<file path="config.mk">
export PLATFORM = sky130hd
export DESIGN_NAME = mtc_out_sched
export DESIGN_NICKNAME = d
export VERILOG_FILES = /design/src/rtl/l0mdt_dataformats_svh.sv /design/src/rtl/mtc_sched_fifo.sv /design/src/rtl/mtc_out_sched.sv
export SDC_FILE = /design/constraint.sdc
export NUM_CORES = 1
export LEC_CHECK = 0
export CAP_MARGIN = 20
export CORE_MARGIN = 2
export CORE_UTILIZATION = 45
export CTS_CLUSTER_DIAMETER = 150
export DETAILED_ROUTE_END_ITERATION = 8
export HOLD_SLACK_MARGIN = 0.12
export PLACE_DENSITY = 0.68
export SKIP_CTS_REPAIR_TIMING = 1
export SLEW_MARGIN = 25
export SYNTH_ARGS = -nofsm -noshare
export SYNTH_HDL_FRONTEND = slang
export SYNTH_SLANG_ARGS = --single-unit
</file>
<file path="constraint.sdc">
create_clock -name clock -period 7.15 [get_ports clock]
set_clock_uncertainty 0.2 [all_clocks]
set_input_delay 0.715 -clock clock [delete_from_list [all_inputs] [get_ports clock]]
set_output_delay 0.715 -clock clock [all_outputs]
set_load 0.01 [all_outputs]
</file>
<file path="src/rtl/l0mdt_dataformats_svh.sv">
// Shared L0MDT data-format constants; the MTC scheduler and the SL transmitter
// both size themselves from here.
package l0mdt_dataformats_svh;

    localparam int MTC2SL_LEN      = 64;
    localparam int MTC_SCHED_N_IN  = 3;
    localparam int MTC_SCHED_DEPTH = 4;

endpackage

</file>
<file path="src/rtl/mtc_sched_fifo.sv">
// Per-formatter packet FIFO. Storage is registered and read data is shown ahead,
// so the head packet is visible as soon as the FIFO is non-empty.
module mtc_sched_fifo
    import l0mdt_dataformats_svh::*;
#(
    parameter int WIDTH = MTC2SL_LEN,
    parameter int DEPTH = MTC_SCHED_DEPTH
) (
    input  logic             clock,
    input  logic             rst_n,
    input  logic             push,
    input  logic             pop,
    input  logic [WIDTH-1:0] wdata,
    output logic [WIDTH-1:0] rdata,
    output logic             full,
    output logic             empty
);

    localparam int AW = $clog2(DEPTH);

    logic [AW:0]      wr_ptr;
    logic [AW:0]      rd_ptr;
    logic [WIDTH-1:0] mem [DEPTH];
    logic             do_push;
    logic             do_pop;

    // Extra pointer MSB distinguishes full from empty when the low bits match.
    assign empty   = (wr_ptr == rd_ptr);
    assign full    = (wr_ptr[AW] != rd_ptr[AW]) && (wr_ptr[AW-1:0] == rd_ptr[AW-1:0]);
    assign do_pop  = pop && !empty;
    assign do_push = push && (!full || do_pop);
    assign rdata   = mem[rd_ptr[AW-1:0]];

    always_ff @(posedge clock or negedge rst_n) begin
        if (!rst_n) begin
            wr_ptr <= '0;
            rd_ptr <= '0;
        end else begin
            if (do_push) wr_ptr <= wr_ptr + (AW+1)'(1);
            if (do_pop)  rd_ptr <= rd_ptr + (AW+1)'(1);
        end
    end

    always_ff @(posedge clock) begin
        if (do_push) mem[wr_ptr[AW-1:0]] <= wdata;
    end

endmodule

</file>
<file path="src/rtl/mtc_out_sched.sv">
// MTC output scheduler: per-formatter FIFOs, round-robin arbitration onto one
// valid/ready link, and saturating per-input drop statistics.
module mtc_out_sched
    import l0mdt_dataformats_svh::*;
#(
    parameter int N_IN          = MTC_SCHED_N_IN,
    parameter int DEPTH         = MTC_SCHED_DEPTH,
    parameter int MTC_PKT_WIDTH = MTC2SL_LEN,
    parameter int CNT_WIDTH     = 16,
    parameter int SRC_W         = $clog2(N_IN)
) (
    input  logic                          clock,
    input  logic                          rst_n,
    input  logic [N_IN*MTC_PKT_WIDTH-1:0] in_mtc,
    input  logic [N_IN-1:0]               in_valid,
    output logic [MTC_PKT_WIDTH-1:0]      out_mtc,
    output logic                          out_valid,
    input  logic                          out_ready,
    output logic [SRC_W-1:0]              out_src,
    input  logic                          clr_stats,
    output logic [N_IN*CNT_WIDTH-1:0]     drop_cnt,
    output logic [N_IN-1:0]               overflow,
    output logic [N_IN-1:0]               fifo_empty
);

    logic [MTC_PKT_WIDTH-1:0] fifo_data [N_IN];
    logic [N_IN-1:0]          full;
    logic [N_IN-1:0]          empty_v;
    logic [N_IN-1:0]          pop;
    logic [N_IN-1:0]          drop;
    logic [CNT_WIDTH-1:0]     cnt_q [N_IN];
    logic                     ovf_q [N_IN];

    logic [SRC_W-1:0]         last_grant;
    logic [SRC_W:0]           pick;
    logic [SRC_W-1:0]         grant;
    logic                     found;
    logic                     load;

    logic [MTC_PKT_WIDTH-1:0] mtc_p1;
    logic [SRC_W-1:0]         src_p1;
    logic                     vld_p1;

    function automatic logic [CNT_WIDTH-1:0] sat_inc(input logic [CNT_WIDTH-1:0] c);
        return (&c) ? c : c + CNT_WIDTH'(1);
    endfunction

    // Returns {found, index}: first non-empty FIFO after last, wrapping modulo N_IN.
    function automatic logic [SRC_W:0] rr_pick(input logic [N_IN-1:0] empty,
                                               input logic [SRC_W-1:0] last);
        logic [SRC_W:0]   r;
        logic [SRC_W-1:0] idx;
        r = '0;
        for (int k = N_IN; k >= 1; k--) begin
            idx = SRC_W'((int'(last) + k) % N_IN);
            if (!empty[idx]) r = {1'b1, idx};
        end
        return r;
    endfunction

    always_comb begin
        pick  = rr_pick(empty_v, last_grant);
        grant = pick[SRC_W-1:0];
        found = pick[SRC_W];
        load  = found && (!vld_p1 || out_ready);
        pop   = '0;
        if (load) pop[grant] = 1'b1;
    end

    for (genvar i = 0; i < N_IN; i++) begin : g_in
        mtc_sched_fifo #(
            .WIDTH (MTC_PKT_WIDTH),
            .DEPTH (DEPTH)
        ) u_fifo (
            .clock (clock),
            .rst_n (rst_n),
            .push  (in_valid[i]),
            .pop   (pop[i]),
            .wdata (in_mtc[i*MTC_PKT_WIDTH +: MTC_PKT_WIDTH]),
            .rdata (fifo_data[i]),
            .full  (full[i]),
            .empty (empty_v[i])
        );

        assign drop[i] = in_valid[i] && full[i] && !pop[i];

        // Clear takes priority over a drop landing in the same cycle.
        always_ff @(posedge clock or negedge rst_n) begin
            if (!rst_n) begin
                cnt_q[i] <= '0;
                ovf_q[i] <= 1'b0;
            end else if (clr_stats) begin
                cnt_q[i] <= '0;
                ovf_q[i] <= 1'b0;
            end else if (drop[i]) begin
                cnt_q[i] <= sat_inc(cnt_q[i]);
                ovf_q[i] <= 1'b1;
            end
        end

        assign drop_cnt[i*CNT_WIDTH +: CNT_WIDTH] = cnt_q[i];
        assign overflow[i]                        = ovf_q[i];
    end

    // p1: output register, also the point where the round-robin pointer advances
    always_ff @(posedge clock or negedge rst_n) begin
        if (!rst_n) begin
            mtc_p1     <= '0;
            src_p1     <= '0;
            vld_p1     <= 1'b0;
            last_grant <= SRC_W'(N_IN - 1);
        end else if (load) begin
            mtc_p1     <= fifo_data[grant];
            src_p1     <= grant;
            vld_p1     <= 1'b1;
            last_grant <= grant;
        end else if (out_ready) begin
            vld_p1     <= 1'b0;
        end
    end

    assign out_mtc    = mtc_p1;
    assign out_src    = src_p1;
    assign out_valid  = vld_p1;
    assign fifo_empty = empty_v;

endmodule

</file>
Yosys cells after proc, flatten, opt, wreduce, memory -nomap -nowiden. Memories as Yosys holds them, arrays and structs flattened. Cells that the tools add are included.

$add $sub $neg: 12. Divide/modulo/power cells: 3. Order comparisons: 6. Equal/unequal tests: 12. Multiplexer cells: 38. Bitwise operators: 1. Reduce and logical (&&, ||, !) cells: 41.

Operators by type and width (count): $mux 16 (9); $bmux 64 s2 (1); $mux 64 (2); $mod 32x3->32 const B (3); $add 16x1->16 const B (3); $reduce_and 16->1 (3); $add 3x1->3 const B (6); $mux 1 (18); $logic_and 1x1->1 (17); $lt 2x3->1 const B (4); $mux 3 (4); $logic_not 1->1 (10); $eq 3x3->1 (3); $reduce_bool 2->1 (4); $add 2x2->3 const B (2); $bmux 1 s2 (3); $eq 2x2->1 (3); $ne 2x2->1 const B (3); $reduce_and 2->1 (3); $logic_or 1x1->1 (4); $add 2x1->3 const B (1); $ge 3x3->1 const B (1); $ne 1x1->1 (3); $not 2->3 (1); other kinds (2) (2).

Flip-flop bits (word level): 138. Memory bits (writable): 768. Output and inout port bits: 121. Memories kept: 3.

Memory list: g_in[0].u_fifo.mem (words 4, bits a word 64, rd ports 1, clocked after Yosys merged registers in 0, write ports 1, line mtc_sched_fifo.sv:23) `logic [WIDTH-1:0] mem [DEPTH];`; g_in[1].u_fifo.mem (words 4, bits a word 64, rd ports 1, clocked after Yosys merged registers in 0, write ports 1, line mtc_sched_fifo.sv:23); g_in[2].u_fifo.mem (words 4, bits a word 64, rd ports 1, clocked after Yosys merged registers in 0, write ports 1, line mtc_sched_fifo.sv:23).

Logic depth before layout (Yosys ltp). Gate-level depths: netlist of run 1.

Depth in word-level cells: 17. Gate-level depth with buffers: 13. Gate-level depth less buffers: 9.

By module. A second synthesis of run 1 with hierarchy kept.

Cells, all modules: 1806. Area, all modules: 35640.4 µm².

Modules (own cells, without submodules): mtc_sched_fifo (instances 3, cells an instance 381, area each 9651.8 µm², seq. area each 7837.5 µm²); mtc_out_sched (instances 1, cells an instance 663, area each 6685.2 µm², seq. area each 2979.1 µm²).

Worst setup path before layout of run 1. No wires, ideal clock.

Path kind: register to register. Start point: register last_grant[1]. End point: memory g_in[1].u_fifo.mem[0][0] (netlist bit) (enable). Setup time: 429 ps. Arrival time: 3782 ps. Setup slack: 2739 ps. Stages on the path, launching flop included: 12. Cells stage by stage: dfstp_2 inv_1 ha_1 clkbuf_1 nand2b_1 o41ai_2 a21oi_1 o221ai_1 and2_1 clkbuf_1 o21a_1 and2_1.

Word-level cells in the longest chain between the ends: 17. Elaborated cells on any way between the ends: 27.

Ends and longest elaborated chain: start: declaration (line mtc_out_sched.sv:34) `logic [SRC_W-1:0] last_grant;`; start signal: assignment (line mtc_out_sched.sv:111) `last_grant <= SRC_W'(N_IN - 1);`; start signal: assignment (line mtc_out_sched.sv:116) `last_grant <= grant;`; $add 2x2->3 (line mtc_out_sched.sv:55) `idx = SRC_W'((int'(last) + k) % N_IN);`; $mod 32x3->32 (line mtc_out_sched.sv:55); $bmux 1 s2 (line mtc_out_sched.sv:56) `if (!empty[idx]) r = {1'b1, idx};`; $mux 1 (implied by the code) (line mtc_out_sched.sv:56); $mux 3 (2 in a row) (line mtc_out_sched.sv:56); $mux 3 * (line mtc_out_sched.sv:56); $lt 2x3->1 (implied by the code) / $ge 2x1->1 (equally long branches) (line mtc_out_sched.sv:67) `if (load) pop[grant] = 1'b1;`; $logic_and 1x1->1 (implied by the code) (line mtc_out_sched.sv:67); $mux 1 (implied by the code) (line mtc_out_sched.sv:67); $demux 1 s2 (line mtc_out_sched.sv:67); $mux 3 * (line mtc_out_sched.sv:67); $logic_and 1x1->1 * (line mtc_sched_fifo.sv:30) `assign do_pop = pop && !empty;`; $logic_or 1x1->1 * (line mtc_sched_fifo.sv:31) `assign do_push = push && (!full || do_pop);`; $logic_and 1x1->1 * (line mtc_sched_fifo.sv:31); $mux 1 * (line mtc_sched_fifo.sv:45) `if (do_push) mem[wr_ptr[AW-1:0]] <= wdata;`; $mux 1 (implied by the code) * (line mtc_sched_fifo.sv:45); end: declaration (line mtc_sched_fifo.sv:23).

Mark *: on every way between the ends. The rest lies on a longest branch, timed or not. The select of a mux whose other input is x is not followed.

Worst setup path after layout of run 1.
Start point: register g_in[2].u_fifo.rd_ptr[0]. End point: memory g_in[0].u_fifo.mem[3][62] (netlist bit) (enable).

Word-level cells in the longest chain between the ends: 16. Elaborated cells on any way between the ends: 22.

Ends and longest elaborated chain: start: declaration (line mtc_sched_fifo.sv:22) `logic [AW:0] rd_ptr;`; start signal: assignment (line mtc_sched_fifo.sv:40) `if (do_pop) rd_ptr <= rd_ptr + (AW+1)'(1);`; $eq 3x3->1 * (line mtc_sched_fifo.sv:28) `assign empty = (wr_ptr == rd_ptr);`; $bmux 1 s2 (line mtc_out_sched.sv:56); $mux 1 (implied by the code) (line mtc_out_sched.sv:56); $mux 3 (2 in a row) (line mtc_out_sched.sv:56); $mux 3 * (line mtc_out_sched.sv:56); $lt 2x3->1 (implied by the code) / $ge 2x1->1 (equally long branches) (line mtc_out_sched.sv:67); $logic_and 1x1->1 (implied by the code) (line mtc_out_sched.sv:67); $mux 1 (implied by the code) (line mtc_out_sched.sv:67); $demux 1 s2 (line mtc_out_sched.sv:67); $mux 3 * (line mtc_out_sched.sv:67); $logic_and 1x1->1 * (line mtc_sched_fifo.sv:30); $logic_or 1x1->1 * (line mtc_sched_fifo.sv:31); $logic_and 1x1->1 * (line mtc_sched_fifo.sv:31); $mux 1 * (line mtc_sched_fifo.sv:45); $mux 1 (implied by the code) * (line mtc_sched_fifo.sv:45); end: declaration (line mtc_sched_fifo.sv:23).

Marked as above.

==> metrics, run 1 <==
post-synth cell types 61; CTS tree built; global-route wire length before repair 124,000 um; slew at the pin closest to its max-slew limit 1.07 ns; all-layer global routing usage 21.4%; Syn Std Cell Area 35,000 um2; share of the synthesized area in compound gates (AO/OA/AOI/OAI) 4.21%; floorplan core area 77,200 um2; worst hold-check path type reg2reg; CTS Buf Count 94; share of layout cells above drive strength 1 18.0%; Clk pwr share 26.5%; Setup Total Neg Slack 0 ns; Die Area 80,000 um2; Logic pwr share 32.1%; area added between synthesis and finish 22.5%; clock-pin slew reported for the worst setup and hold paths after clock tree synthesis 0.06 ns; Hold Path Depth 1; total count of max-transition violations in the final report 0; width of the die 283 um; number of synthesized register bits 905; number of global-route vias before repair 19,000; share of synthesized cell area in full adder, half adder and majority cells 0.715%; number of failing hold endpoints at the final stage 0; HPWL Detailed 52,500 um; number of remaining DRC errors 0; number of cells traversed by the worst register-to-register path 7; async set-or-reset flop fraction in the synthesized netlist 15.1%; sequential element share of the synthesized area 75.7%; capturing point of the worst reg2reg path g_in[0].u_fifo.mem[3][62]$_DFFE_PP_; critical register-to-register path startpoint g_in[2].u_fifo.rd_ptr[0]$_DFFE_PN0P_; routed length on met2 42,600 um; switching part of the total 32.8%; outcome completed; Routed met1 length 33,500 um; portion of synthesized cell area occupied by the leading cell type 65.9%; capturing element type of the critical path flop; total number of nets in the final design 2,373; power per cell area 439 nW/um2; final weighted congestion in routability-driven placement 0.824; critical path data arrival time 5.07 ns; achievable frequency 201 MHz; routed wire length 85,000 um; Synth area leader sky130_fd_sc_hd__edfxtp_1; type of the setup path with the least slack reg2reg; post-route clock period utilization 69.6%; Initial Util 45.3%; Pint 12.6 mW; clock tree buffer depth 3; remaining antenna violation count 0; dominant register cell in the synthesized netlist sky130_fd_sc_hd__edfxtp_1; leak pwr 14.4 nW; # port buffers 319; number of rows created at floorplan 102; most common cell after layout, fill and taps aside sky130_fd_sc_hd__edfxtp_1; sequential group share of total power 41.4%; leading cell types in the layout, fill and taps excluded sky130_fd_sc_hd__edfxtp_1, sky130_fd_sc_hd__clkdlybuf4s50_1, sky130_fd_sc_hd__mux4_2; MaxCap Viol Count 0; number of warnings issued by yosys 0; Area contributors post-synth sky130_fd_sc_hd__edfxtp_1, sky130_fd_sc_hd__mux4_2, sky130_fd_sc_hd__dfrtp_1; number of DRC violations after detailed-routing iteration 0 1,734; Clk Latency, worst-skew pair 0.66 ns; slew margin rel. 28.6%; maximum number of pins on one net before global-route repair 81; Final Critical Period 4.98 ns; synthesized area divided by synthesized cell count 19.3 um2; vias post-DR 18,700; unrepaired setup endpoints after global routing false; number of failing setup endpoints in the final timing report 0; Hold WS 0.290 ns; largest vdd supply drop 456 uV; overflow left after global routing 0; synthesized netlist cell count 1,809; Max Used Layer met5; switching power summed over all nets 6.17 mW; TritonCTS sink count 905; die extent in y 283 um; register-to-register setup slack 2.17 ns; TritonRoute pass-1 iters 5; drt via density 5.69; Synth Area in XOR/XNOR 1.27%; Clock H-tree levels 3; maximum fanout along the worst path 34; destination of the worst hold path g_in[0].u_fifo.wr_ptr[2]$_DFFE_PN0P_; total nets after synthesis 2,028; HP Start g_in[0].u_fifo.wr_ptr[2]$_DFFE_PN0P_; area fraction in and, or, nand and nor cells after synthesis 4.12%; number of antenna violations at the first check in global routing 29; required time reported for the critical path endpoint 7.24 ns; detailed-route wire length per cell 25.9 um; count of flip-flops with a built-in enable after synthesis 768; fraction of synthesized area in multiplexers 12.6%; Fill cells 5,792; startpoint type of the worst setup path flop; number of top-level pins 320; wire length on met3 6960 um; largest family of logic cells by synthesized area multiplexers; clock root cell sky130_fd_sc_hd__clkbuf_16
## registers in the layout, summed over array words and instances, names as in the netlist
| signal | flops |
|---|---|
| out_mtc | 64 |
| g_in.u_fifo.mem | 768 |
| out_src | 1 |
| last_grant | 2 |
| drop_cnt | 48 |
| overflow | 3 |
| g_in.u_fifo.wr_ptr | 9 |
| g_in.u_fifo.rd_ptr | 9 |
| out_valid | 1 |
## worst max-delay path by stage
stage | slack, ns | startpoint | to
finish | 2.17 | g_in[2].u_fifo.rd_ptr[0]$_DFFE_PN0P_ | g_in[0].u_fifo.mem[3][62]$_DFFE_PP_
global route | 1.88 | g_in[2].u_fifo.rd_ptr[0]$_DFFE_PN0P_ | g_in[0].u_fifo.mem[3][62]$_DFFE_PP_
CTS | 2.14 | g_in[2].u_fifo.rd_ptr[0]$_DFFE_PN0P_ | g_in[0].u_fifo.mem[3][62]$_DFFE_PP_
detailed placement | 2.16 | g_in[2].u_fifo.rd_ptr[0]$_DFFE_PN0P_ | g_in[0].u_fifo.mem[3][43]$_DFFE_PP_
global placement | 2.23 | g_in[2].u_fifo.rd_ptr[0]$_DFFE_PN0P_ | g_in[0].u_fifo.mem[3][46]$_DFFE_PP_
floorplan | 2.74 | last_grant[1]$_DFFE_PN1N_ | g_in[1].u_fifo.mem[0][0]$_DFFE_PP_
## cells in the mapped netlist (14+ instances only)
library cell,number
sky130_fd_sc_hd__a21oi_1,99
sky130_fd_sc_hd__a221o_1,64
sky130_fd_sc_hd__and2_1,14
sky130_fd_sc_hd__and3_1,16
sky130_fd_sc_hd__buf_1,15
sky130_fd_sc_hd__buf_2,15
sky130_fd_sc_hd__clkbuf_1,62
sky130_fd_sc_hd__dfrtp_1,136
sky130_fd_sc_hd__edfxtp_1,768
sky130_fd_sc_hd__ha_1,20
sky130_fd_sc_hd__inv_1,19
sky130_fd_sc_hd__mux4_2,192
sky130_fd_sc_hd__nand2_1,153
sky130_fd_sc_hd__nand3_1,24
sky130_fd_sc_hd__nor2_1,46
sky130_fd_sc_hd__xnor2_1,29
sky130_fd_sc_hd__xor2_1,20
## routing by layer
metal  vias up  track usage, %
li1       8016               -
met1      9818            28.3
met2       656            34.9
met3       137            5.71
met4        44            6.63
met5         -               0
## power by group through the flow
stage               Clock (mW)  Sequential, mW  Combinational (mW)
floorplan                    0            7.61                3.94
global placement             0            7.91                5.85
CTS                       5.07            7.87                6.06
finish                    4.98            7.78                6.04
global route              5.28            7.92                6.51
detailed placement           0            7.96                6.04
## final cells by class
class	instances	area, um2	share of cell area [%]
Sequential cell	905	26500	61.8
Multi-Input combinational cell	785	8110	18.9
Timing Repair Buffer	348	3640	8.49
Clock buffer	131	2650	6.18
Tap cell	1040	1300	3.03
Clock inverter	45	576	1.34
Inverter	20	75.1	0.175
Antenna cell	8	20.0	0.0467
## critical path, cell delays in order, from the launching register on
cell and delay [ns]:
sky130_fd_sc_hd__dfrtp_4 0.93, sky130_fd_sc_hd__xor2_1 0.24, sky130_fd_sc_hd__or3_1 0.49, sky130_fd_sc_hd__o211ai_1 0.22, sky130_fd_sc_hd__o2111a_1 0.85, sky130_fd_sc_hd__a21boi_1 0.25, sky130_fd_sc_hd__and3b_4 0.79, sky130_fd_sc_hd__buf_4 0.57
## logic make-up after synthesis
family	Yosys count
flip-flops	905
AND/OR/NAND/NOR	309
AO/OA/AOI/OAI	206
multiplexers	200
buffers and inverters	119
XOR/XNOR	50
adder cells (fa/ha/maj)	20
## stage by stage
step / cells / cell area [um2] / util [%] / total power [mW] / worst slack [ns]
2_1_floorplan: 1809 / 35000 / - / 11.6 / 2.74
3_3_place_gp: 3081 / 39300 / 50.9 / 13.8 / 2.23
3_5_place_dp: 3092 / 39500 / 51.2 / 14.0 / 2.16
4_1_cts: 3268 / 42700 / 55.4 / 19.0 / 2.14
5_1_grt: 3281 / 42900 / 55.5 / 19.7 / 1.88
6_report: 3282 / 42900 / 55.6 / 18.8 / 2.17
Note: power is estimated with default switching activity, not from simulation.
==> inputs of run 2 (changes only) <==
- clock period: 7.15 -> 5.15 ns (I/O delays scaled with it)
==> run 2 against run 1 <==
Non-clock buffer count is 2 higher; power is 37% higher; sequential power is 35% higher; utilization is 0.34 points lower; wire length is 0.27% lower; worst setup slack worse by 0.94 ns; combinational power is 44% higher; critical path depth is 2 higher; count of clock-buffer cells in the layout is 8 lower; critical endpoint is now g_in[2].u_fifo.mem[2][58]$_DFFE_PP_; largest cell class unchanged.
==> metrics, run 2 (synthesis results as in run 1) <==
number of top-level pins 320 (unchanged); power per cell area 604 nW/um2 (+38%); total power 25.7 mW (+37%); leak pwr 14.3 nW (-0.66%); capturing element type of the critical path flop; number of antenna violations at the first check in global routing 27 (-6.9%); clock tree buffer depth 3 (unchanged); total count of max-transition violations in the final report 0 (unchanged); placed inst area 39,600 um2 (+0.23%); share of layout cells above drive strength 1 17.6% (-0.40 points); # port buffers 319 (unchanged); Initial Util 45.3% (unchanged); global-route wire length before repair 125,000 um (+0.21%); worst slack at placement 1.26 ns (-0.901 ns); number of DRC violations after detailed-routing iteration 0 1,742 (+0.46%); clock-pin slew reported for the worst setup and hold paths after clock tree synthesis 0.06 ns (about the same); Setup Total Neg Slack 0 ns (unchanged); area added between synthesis and finish 21.8%; drt via density 5.66 (-0.46%); CTS tree built; TritonCTS sink count 905 (unchanged); number of global-route vias before repair 19,100 (+0.51%); die extent in y 283 um (unchanged); maximum number of pins on one net before global-route repair 81 (unchanged); achievable frequency 255 MHz (+27%); Final Instance Area 42,600 um2 (-0.60%); Clk Latency, worst-skew pair 0.65 ns (about the same); register-to-register setup slack 1.23 ns (-0.94 ns); outcome completed; number of rows created at floorplan 102 (unchanged); leading cell types in the layout, fill and taps excluded sky130_fd_sc_hd__edfxtp_1, sky130_fd_sc_hd__clkdlybuf4s50_1, sky130_fd_sc_hd__mux4_2; post-route clock period utilization 76.1% (+6.5 points); unrepaired setup endpoints after global routing false; TritonRoute pass-1 iters 7 (+2); width of the die 283 um (unchanged); vias post-DR 18,600 (-0.49%); all-layer global routing usage 21.4% (about the same); maximum fanout along the worst path 34 (unchanged); Die Area 80,000 um2 (unchanged); number of failing setup endpoints in the final timing report 0 (unchanged); type of the setup path with the least slack reg2reg; worst hold-check path type in2async; Final Critical Period 3.92 ns (-1.06 ns); max reg flops 768 (unchanged); routed wire length 84,700 um (-0.27%); Clock H-tree levels 3 (unchanged); critical path data arrival time 4.05 ns (-1.02 ns); startpoint type of the worst setup path flop; slew margin rel. 30.2% (+1.6 points); overflow left after global routing 0 (unchanged); required time reported for the critical path endpoint 5.28 ns (-1.96 ns); final weighted congestion in routability-driven placement 0.814 (-1.2%); largest vdd supply drop 754 uV (+65%); most common cell after layout, fill and taps aside sky130_fd_sc_hd__edfxtp_1; floorplan core area 77,200 um2 (unchanged); total number of nets in the final design 2,372 (-0.042%); remaining antenna violation count 0 (unchanged); slew at the pin closest to its max-slew limit 1.05 ns (-0.0242 ns); Hold WS 0.186 ns (-0.105 ns); number of remaining DRC errors 0 (unchanged); number of failing hold endpoints at the final stage 0 (unchanged); MaxCap Viol Count 0 (unchanged); final worst-path setup slack 1.23 ns (-0.940 ns); HPWL Detailed 52,700 um (+0.30%); detailed-route wire length per cell 25.8 um (-0.24%); clock root cell sky130_fd_sc_hd__clkbuf_16; CTS Buf Count 91 (-3.2%)
[run 2: per-stage QoR]
stage	util, %	instances
2_1_floorplan	-	1809
3_3_place_gp	51.1	3092
3_5_place_dp	51.3	3099
4_1_cts	55.1	3267
5_1_grt	55.2	3279
6_report	55.2	3281
[run 2: routing by layer]
metal,global-route usage [%],vias to the layer above,routed length [um]
li1,-,8010,-
met1,29.4,9697,34900
met2,33.8,706,41000
met3,5.26,139,6880
met4,7.12,28,1740
met5,0,-,182
[run 2: worst max-delay path, stage by stage (launching register included)]
cell	delay, ns
sky130_fd_sc_hd__dfstp_2	0.53
sky130_fd_sc_hd__inv_1	0.05
sky130_fd_sc_hd__ha_1	0.29
sky130_fd_sc_hd__or3b_1	0.42
sky130_fd_sc_hd__o41ai_1	0.25
sky130_fd_sc_hd__a21oi_1	0.13
sky130_fd_sc_hd__or3_1	0.39
sky130_fd_sc_hd__a21boi_2	0.32
sky130_fd_sc_hd__and2_4	0.65
sky130_fd_sc_hd__buf_12	0.30
[run 2: area by class of cell]
type / instances / area [um2]
Sequential cell: 905 / 26500
Multi-Input combinational cell: 785 / 8110
Tap cell: 1040 / 1300
Antenna cell: 13 / 32.5
Fill cell: 5849 / 34600
Clock buffer: 123 / 2540
Clock inverter: 45 / 434
Inverter: 20 / 75.1
Timing Repair Buffer: 350 / 3620
[run 2: path summary, 6_finish.rpt]
check,start,to,cells after the start
setup / recovery,last_grant[1]$_DFFE_PN1N_,g_in[2].u_fifo.mem[2][58]$_DFFE_PP_,9
max in group asynchronous,rst_n,g_in[2].u_fifo.rd_ptr[1]$_DFFE_PN0P_,3
hold reg to reg,g_in[0].u_fifo.rd_ptr[2]$_DFFE_PN0P_,g_in[0].u_fifo.rd_ptr[2]$_DFFE_PN0P_,1
min in group clock,g_in[0].u_fifo.rd_ptr[2]$_DFFE_PN0P_,g_in[0].u_fifo.rd_ptr[2]$_DFFE_PN0P_,1
setup reg to reg,last_grant[1]$_DFFE_PN1N_,g_in[2].u_fifo.mem[2][58]$_DFFE_PP_,9
hold / removal,rst_n,drop_cnt[18]$_DFFE_PN0P_,2
[run 2: power breakdown]
part	switching [mW]	total [mW]	internal [mW]
registers	0.600	10.5	9.89
clock network	2.72	6.53	3.81
logic	5.12	8.71	3.59
total	8.44	25.7	17.3
